`config.mk`:
```
export PLATFORM = sky130hd
export DESIGN_NAME = anchor_rst_seq
export DESIGN_NICKNAME = d
export VERILOG_FILES = /design/src/rtl/anchor_pkg.sv /design/src/rtl/sync_2ff.sv /design/src/rtl/anchor_rst_seq.sv
export SDC_FILE = /design/constraint.sdc
export NUM_CORES = 1
export LEC_CHECK = 0
export BUFFER_PORTS_ARGS = -buffer_cell sky130_fd_sc_hd__buf_2
export CAP_MARGIN = 20
export CORE_MARGIN = 2
export CORE_UTILIZATION = 53
export CTS_BUF_LIST = sky130_fd_sc_hd__clkbuf_4 sky130_fd_sc_hd__clkbuf_8
export CTS_CLUSTER_DIAMETER = 30
export DETAILED_ROUTE_END_ITERATION = 10
export GPL_TIMING_DRIVEN = 0
export MAX_ROUTING_LAYER = met4
export PLACE_DENSITY = 0.85
export SETUP_SLACK_MARGIN = 0.3
export SLEW_MARGIN = 20
export SYNTH_ARGS = -nofsm -noshare
export SYNTH_HDL_FRONTEND = slang
export SYNTH_SLANG_ARGS = --single-unit
```
`constraint.sdc`:
```
create_clock -name clk -period 1.75 [get_ports clk]
set_input_delay 0.175 -clock clk [delete_from_list [all_inputs] [get_ports clk]]
set_output_delay 0.175 -clock clk [all_outputs]
set_load 0.1 [all_outputs]
```
`src/rtl/anchor_pkg.sv`:
```
// Shared definitions for the anchor reset sequencer: state codes,
// default timing parameters and a constant-evaluable clog2.
package anchor_pkg;

   typedef enum logic [2:0] {
      ST_WAIT_LOCK = 3'd0,
      ST_STABLE    = 3'd1,
      ST_REL_M     = 3'd2,
      ST_REL_C     = 3'd3,
      ST_REL_D     = 3'd4,
      ST_RUN       = 3'd5
   } state_e;

   localparam int DEF_LOCK_STABLE_CYCLES = 1024;
   localparam int DEF_STAGE_GAP_CYCLES   = 16;

   // Number of bits needed to hold the values 0 .. value-1.
   function automatic int clog2(input int value);
      int result;
      result = 0;
      for (int v = value - 1; v > 0; v = v >> 1) begin
         result = result + 1;
      end
      return result;
   endfunction

endpackage

```
`src/rtl/sync_2ff.sv`:
```
// Single-bit two-flop synchronizer for an input asynchronous to clk.
// Both stages clear to 0 so a held reset reads as "not locked".
module sync_2ff (
   input  logic clk,
   input  logic rst_n,
   input  logic d,
   output logic q
);

   logic meta_q;
   logic meta_d;
   logic sync_q;
   logic sync_d;

   // Next values simply shift the input one stage further down the chain.
   always_comb begin
      meta_d = d;
      sync_d = meta_q;
   end

   // Two metastability-settling stages cleared by the block reset.
   always_ff @(posedge clk or negedge rst_n) begin
      if (!rst_n) begin
         meta_q <= 1'b0;
         sync_q <= 1'b0;
      end else begin
         meta_q <= meta_d;
         sync_q <= sync_d;
      end
   end

   assign q = sync_q;

endmodule

```
`src/rtl/anchor_rst_seq.sv`:
```
// Reset sequencer behind the anchor clock generator: waits for both PLLs
// to be locked and stable, then releases main, compute and data domain
// resets in order, collapsing all of them on lock loss or soft reset.
module anchor_rst_seq
   import anchor_pkg::*;
#(
   parameter int LOCK_STABLE_CYCLES = DEF_LOCK_STABLE_CYCLES,
   parameter int STAGE_GAP_CYCLES   = DEF_STAGE_GAP_CYCLES,
   parameter int LOSS_CNT_W         = 8
) (
   input  logic                  clk,
   input  logic                  rst_n,
   input  logic                  pll0_lock,
   input  logic                  pll1_lock,
   input  logic                  soft_rst,
   output logic                  m_rst,
   output logic                  c_rst,
   output logic                  d_rst,
   output logic                  ready,
   output logic [2:0]            state,
   output logic [LOSS_CNT_W-1:0] loss_cnt
);

   // One counter serves both the lock debounce and the stage gaps, so it is
   // sized for the longer of the two and never has to count past it.
   localparam int MAX_CYCLES = (LOCK_STABLE_CYCLES > STAGE_GAP_CYCLES) ?
                               LOCK_STABLE_CYCLES : STAGE_GAP_CYCLES;
   localparam int CNT_W      = (clog2(MAX_CYCLES) < 1) ? 1 : clog2(MAX_CYCLES);
   localparam logic [CNT_W-1:0] LOCK_LAST = CNT_W'(LOCK_STABLE_CYCLES - 1);
   localparam logic [CNT_W-1:0] GAP_LAST  = CNT_W'(STAGE_GAP_CYCLES - 1);

   logic                  pll0_sync;
   logic                  pll1_sync;
   logic                  lock_s;
   logic                  released;

   logic [2:0]            state_q;
   logic [2:0]            state_d;
   logic [CNT_W-1:0]      cnt_q;
   logic [CNT_W-1:0]      cnt_d;
   logic [LOSS_CNT_W-1:0] loss_cnt_q;
   logic [LOSS_CNT_W-1:0] loss_cnt_d;
   logic                  m_rst_q;
   logic                  m_rst_d;
   logic                  c_rst_q;
   logic                  c_rst_d;
   logic                  d_rst_q;
   logic                  d_rst_d;
   logic                  ready_q;
   logic                  ready_d;

   sync_2ff u_sync_pll0 (
      .clk   (clk),
      .rst_n (rst_n),
      .d     (pll0_lock),
      .q     (pll0_sync)
   );

   sync_2ff u_sync_pll1 (
      .clk   (clk),
      .rst_n (rst_n),
      .d     (pll1_lock),
      .q     (pll1_sync)
   );

   assign lock_s = pll0_sync & pll1_sync;

   // State, counter and output flops all load on the same edge so the
   // reset pins change together with the reported state.
   always_ff @(posedge clk or negedge rst_n) begin
      if (!rst_n) begin
         state_q    <= ST_WAIT_LOCK;
         cnt_q      <= '0;
         loss_cnt_q <= '0;
         m_rst_q    <= 1'b1;
         c_rst_q    <= 1'b1;
         d_rst_q    <= 1'b1;
         ready_q    <= 1'b0;
      end else begin
         state_q    <= state_d;
         cnt_q      <= cnt_d;
         loss_cnt_q <= loss_cnt_d;
         m_rst_q    <= m_rst_d;
         c_rst_q    <= c_rst_d;
         d_rst_q    <= d_rst_d;
         ready_q    <= ready_d;
      end
   end

   // Sequencing decisions: soft reset wins over everything, a drop of the
   // synchronized lock once release has begun is logged as a loss.
   always_comb begin
      state_d    = state_q;
      cnt_d      = cnt_q;
      loss_cnt_d = loss_cnt_q;
      released   = (state_q == ST_REL_M) || (state_q == ST_REL_C) ||
                   (state_q == ST_REL_D) || (state_q == ST_RUN);

      if (released && !lock_s && (loss_cnt_q != '1)) begin
         loss_cnt_d = loss_cnt_q + 1'b1;
      end

      if (soft_rst) begin
         state_d = ST_WAIT_LOCK;
         cnt_d   = '0;
      end else begin
         case (state_q)
            ST_WAIT_LOCK: begin
               cnt_d = '0;
               if (lock_s) begin
                  state_d = ST_STABLE;
               end
            end
            ST_STABLE: begin
               if (!lock_s) begin
                  state_d = ST_WAIT_LOCK;
                  cnt_d   = '0;
               end else if (cnt_q == LOCK_LAST) begin
                  state_d = ST_REL_M;
                  cnt_d   = '0;
               end else begin
                  cnt_d = cnt_q + 1'b1;
               end
            end
            ST_REL_M, ST_REL_C, ST_REL_D: begin
               if (!lock_s) begin
                  state_d = ST_WAIT_LOCK;
                  cnt_d   = '0;
               end else if (cnt_q == GAP_LAST) begin
                  cnt_d = '0;
                  if (state_q == ST_REL_M) begin
                     state_d = ST_REL_C;
                  end else if (state_q == ST_REL_C) begin
                     state_d = ST_REL_D;
                  end else begin
                     state_d = ST_RUN;
                  end
               end else begin
                  cnt_d = cnt_q + 1'b1;
               end
            end
            ST_RUN: begin
               if (!lock_s) begin
                  state_d = ST_WAIT_LOCK;
                  cnt_d   = '0;
               end
            end
            default: begin
               state_d = ST_WAIT_LOCK;
               cnt_d   = '0;
            end
         endcase
      end
   end

   // Reset pin values decoded from the upcoming state so the flops present
   // them in step with the state register.
   always_comb begin
      m_rst_d = 1'b1;
      c_rst_d = 1'b1;
      d_rst_d = 1'b1;
      ready_d = 1'b0;
      case (state_d)
         ST_REL_M: begin
            m_rst_d = 1'b0;
         end
         ST_REL_C: begin
            m_rst_d = 1'b0;
            c_rst_d = 1'b0;
         end
         ST_REL_D: begin
            m_rst_d = 1'b0;
            c_rst_d = 1'b0;
            d_rst_d = 1'b0;
         end
         ST_RUN: begin
            m_rst_d = 1'b0;
            c_rst_d = 1'b0;
            d_rst_d = 1'b0;
            ready_d = 1'b1;
         end
         default: begin
            m_rst_d = 1'b1;
         end
      endcase
   end

   assign m_rst    = m_rst_q;
   assign c_rst    = c_rst_q;
   assign d_rst    = d_rst_q;
   assign ready    = ready_q;
   assign state    = state_q;
   assign loss_cnt = loss_cnt_q;

endmodule

```
==> flow_summary.yaml <==
layout:
  fillers: 142
  syn_to_final_growth_pct: 44.5
  final_cells: 221
  multi_input_area_um2: 813
  regArea_um2: 757
  drive_gt1_frac: 0.539
  num_antenna_cells: 0
  mostFrequentLayoutCell: "buf_4"
  layout_common_cells: "buf_4 (21), buf_2 (15), dfrtp_1 (14)"
  nets: 197
power_and_ir_drop:
  ir_worst_vdd_v: 0.000716
  power.density_nw_per_um2: 603
  p_leak_nw: 0.947
logic_synthesis:
  syn_area_per_cell_um2: 10.1
  synth_compound_area_frac: 0.133
  synthMuxAreaShare: 0
  synth_cells: 140
  ys_ff_latch: 29
  synthXorXnorAreaFrac: 0.0556
  synthAdderAreaFrac: 0.0176
  ys.warnings.count: 0
  synth_top_family_by_area: "simple AND/OR/NAND/NOR gates"
  syn_nets: 147
  synth_ff_type: "dfrtp_1"
  async_flop_share: 1.00
  yosys.area_share.simple: 0.241
  synth_area_um2: 1420
  yosysSeqAreaShare: 0.514
  synth_cell_type_count: 40
  synth_edf_count: 0
floorplan:
  core_um2: 2500
  core.rowCount: 18
  start_util: 0.568
  io-pin-count: 20
  dieHeight_um: 55.7
  die_width_um: 55.7
  die-area_um2: 3110
critical_path:
  crit_fanout: 5
  r2r-start: "cnt_q[1]"
  critical_path_class: "flop to flop"
  cp.required_ns: 2.01
  arrival_ns: 2.07
  critPathLaunchType: "flop"
  critPathLaunch: "cnt_q[1]"
  end_kind: "flop"
drt:
  postRouteAntennaNets: 0
  num_vias: 1323
  drc: 0
  drt_iter0_drc: 58
  firstDrtPassIters: 4
  viasPerCell: 5.99
  wl_per_cell_um: 17.9
  drt_wl_total_mm: 3.96
status:
  outcome: "finished, violations left"
  violations: "setup timing"
timing:
  min_period_ns: 1.81
  hold_viol_final: 0
  tightestPinTransition_ns: 0.638
  grt_setup_unrepaired: "yes"
  max-slew-margin-rel: 0.574
  slew_violations: 0
  setup_ws_ns: -0.0645
  setup_violations: 9
  timing.fmax_mhz: 551
  fin_crit_sh: 1.04
  fin_skew_ns: 0.0186
cts:
  cts_tree: "done"
  cts-buffers-inserted: 5
  clk_latency_ns: 0.34
  cts_max_path_buffers: 2
  clock_sinks: 29
  cts_root_buf: "clkbuf_4"
  h-tree-depth: 2
  clk_pin_slew_ns: 0.10
flow_run:
  max-cap-violations: 0
grt:
  grt_pass1_wl_mm: 5.62
  busiest_layer: "met2"
  antenna_found_initial: 0
  grtUsageTotal: 0.243
  use_met1: 0.279
  grt_max_degree: 30
  grtUsageMet3: 0.0744
  grt_pass1_vias: 1241
  grtUsageMet2: 0.383
  grt-ovfl-total: 0
placed_design:
  port_buffers: 19
  pre_cts_slack_ns: -0.226
  dp_hpwl_mm: 1.89
  dp.cells: 189
  gp_congestion: 0.790
hold_path:
  hp-start: "soft_rst"
  hold_path_class: "primary input to flop"
[worst paths after layout]
path | to | slack, ns | depth (start not counted)
min reg2reg | u_sync_pll0.q | 0.36 | 0
max in group asynchronous | state[2] | 0.88 | 2
min | c_rst | 0.25 | 3
max | cnt_q[2] | -0.06 | 8
min in group asynchronous | ready | 0.38 | 2
max reg2reg | cnt_q[2] | -0.06 | 8
[metrics by stage]
stage | hold slack, ns | utilization | setup TNS, ns | instance area [µm²] | total power, W
after global placement | 0.217 | 0.649 | -1.35 | 1620 | 0.000766
after global routing | 0.260 | 0.820 | -1.09 | 2050 | 0.00128
after floorplan | -0.121 | - | -0.690 | 1490 | 0.000744
after CTS | 0.250 | 0.745 | 0 | 1860 | 0.00123
after detailed placement | 0.231 | 0.649 | -1.58 | 1620 | 0.000772
final | 0.249 | 0.820 | -0.339 | 2050 | 0.00124
[worst max-delay path, stage by stage (launching register included)]
cell,delay (ns)
dfrtp_1,0.40
ha_2,0.19
and3_4,0.17
buf_6,0.12
nor4b_4,0.29
a311o_2,0.22
buf_6,0.15
a21oi_2,0.05
a31oi_1,0.13
[registers in the layout, indices dropped and copies added (netlist names)]
name	count
u_sync_pll1.q	1
loss_cnt	8
ready	1
u_sync_pll1.meta_q	1
state	3
cnt_q	10
m_rst	1
u_sync_pll0.meta_q	1
u_sync_pll0.q	1
c_rst	1
d_rst	1
[Yosys cell counts (2+ instances only)]
cell	instances	share of area
xor2_1	5	0.031
a21oi_2	2	0.012
nor3_1	5	0.018
nand3_1	9	0.032
nand2b_1	4	0.018
nand4_1	4	0.018
dfstp_2	3	0.056
nand3b_1	3	0.016
o21ai_0	7	0.025
o21ai_1	3	0.011
a31oi_1	4	0.018
a21oi_1	4	0.014
buf_2	2	0.0071
inv_1	3	0.0079
and2_1	2	0.0088
nand2_1	12	0.032
ha_1	2	0.018
buf_6	2	0.016
nor2_1	9	0.024
nand2_2	2	0.0088
and3_1	6	0.026
dfrtp_1	26	0.46
xnor2_1	4	0.025
[what timing repair did]
action | in CTS | in global routing
endpoints found under the hold margin | 28 | 0
resized for setup | 20 | 23
cloned | 1 | 0
pin swaps | 9 | 17
hold buffers | 3 | 0
setup endpoints to repair | 25 | 27
buffers inserted | 10 | 10
[report_power, final]
part,switching (W),total (W),internal [W]
Combinational,0.0000538,0.0000930,0.0000392
Clock,0.000241,0.000447,0.000206
Sequential,0.0000107,0.000696,0.000686
[kinds of logic (layout without fill, tap and decap cells)]
group	after synthesis	count (layout)
AND/OR/NAND/NOR	63	63
flip-flops	29	29
AO/OA/AOI/OAI	28	28
XOR/XNOR	9	9
buffers and inverters	9	60
adder cells (fa/ha/maj)	2	2
[per-layer routing]
metal  up-vias  share of wire
met2        54           0.55
met5         -              0
met3        18          0.058
met4         0          0.030
li1        602              -
met1       649           0.36
[cell type report]
type / instances / area share
buffer: 6 / 0.0329
timing repair buffer: 43 / 0.148
sequential: 29 / 0.369
clock buffer: 8 / 0.0293
multi-input combinational: 102 / 0.397
tap: 30 / 0.0183
inverter: 3 / 0.00549
Note: power is estimated with default switching activity, not from simulation.
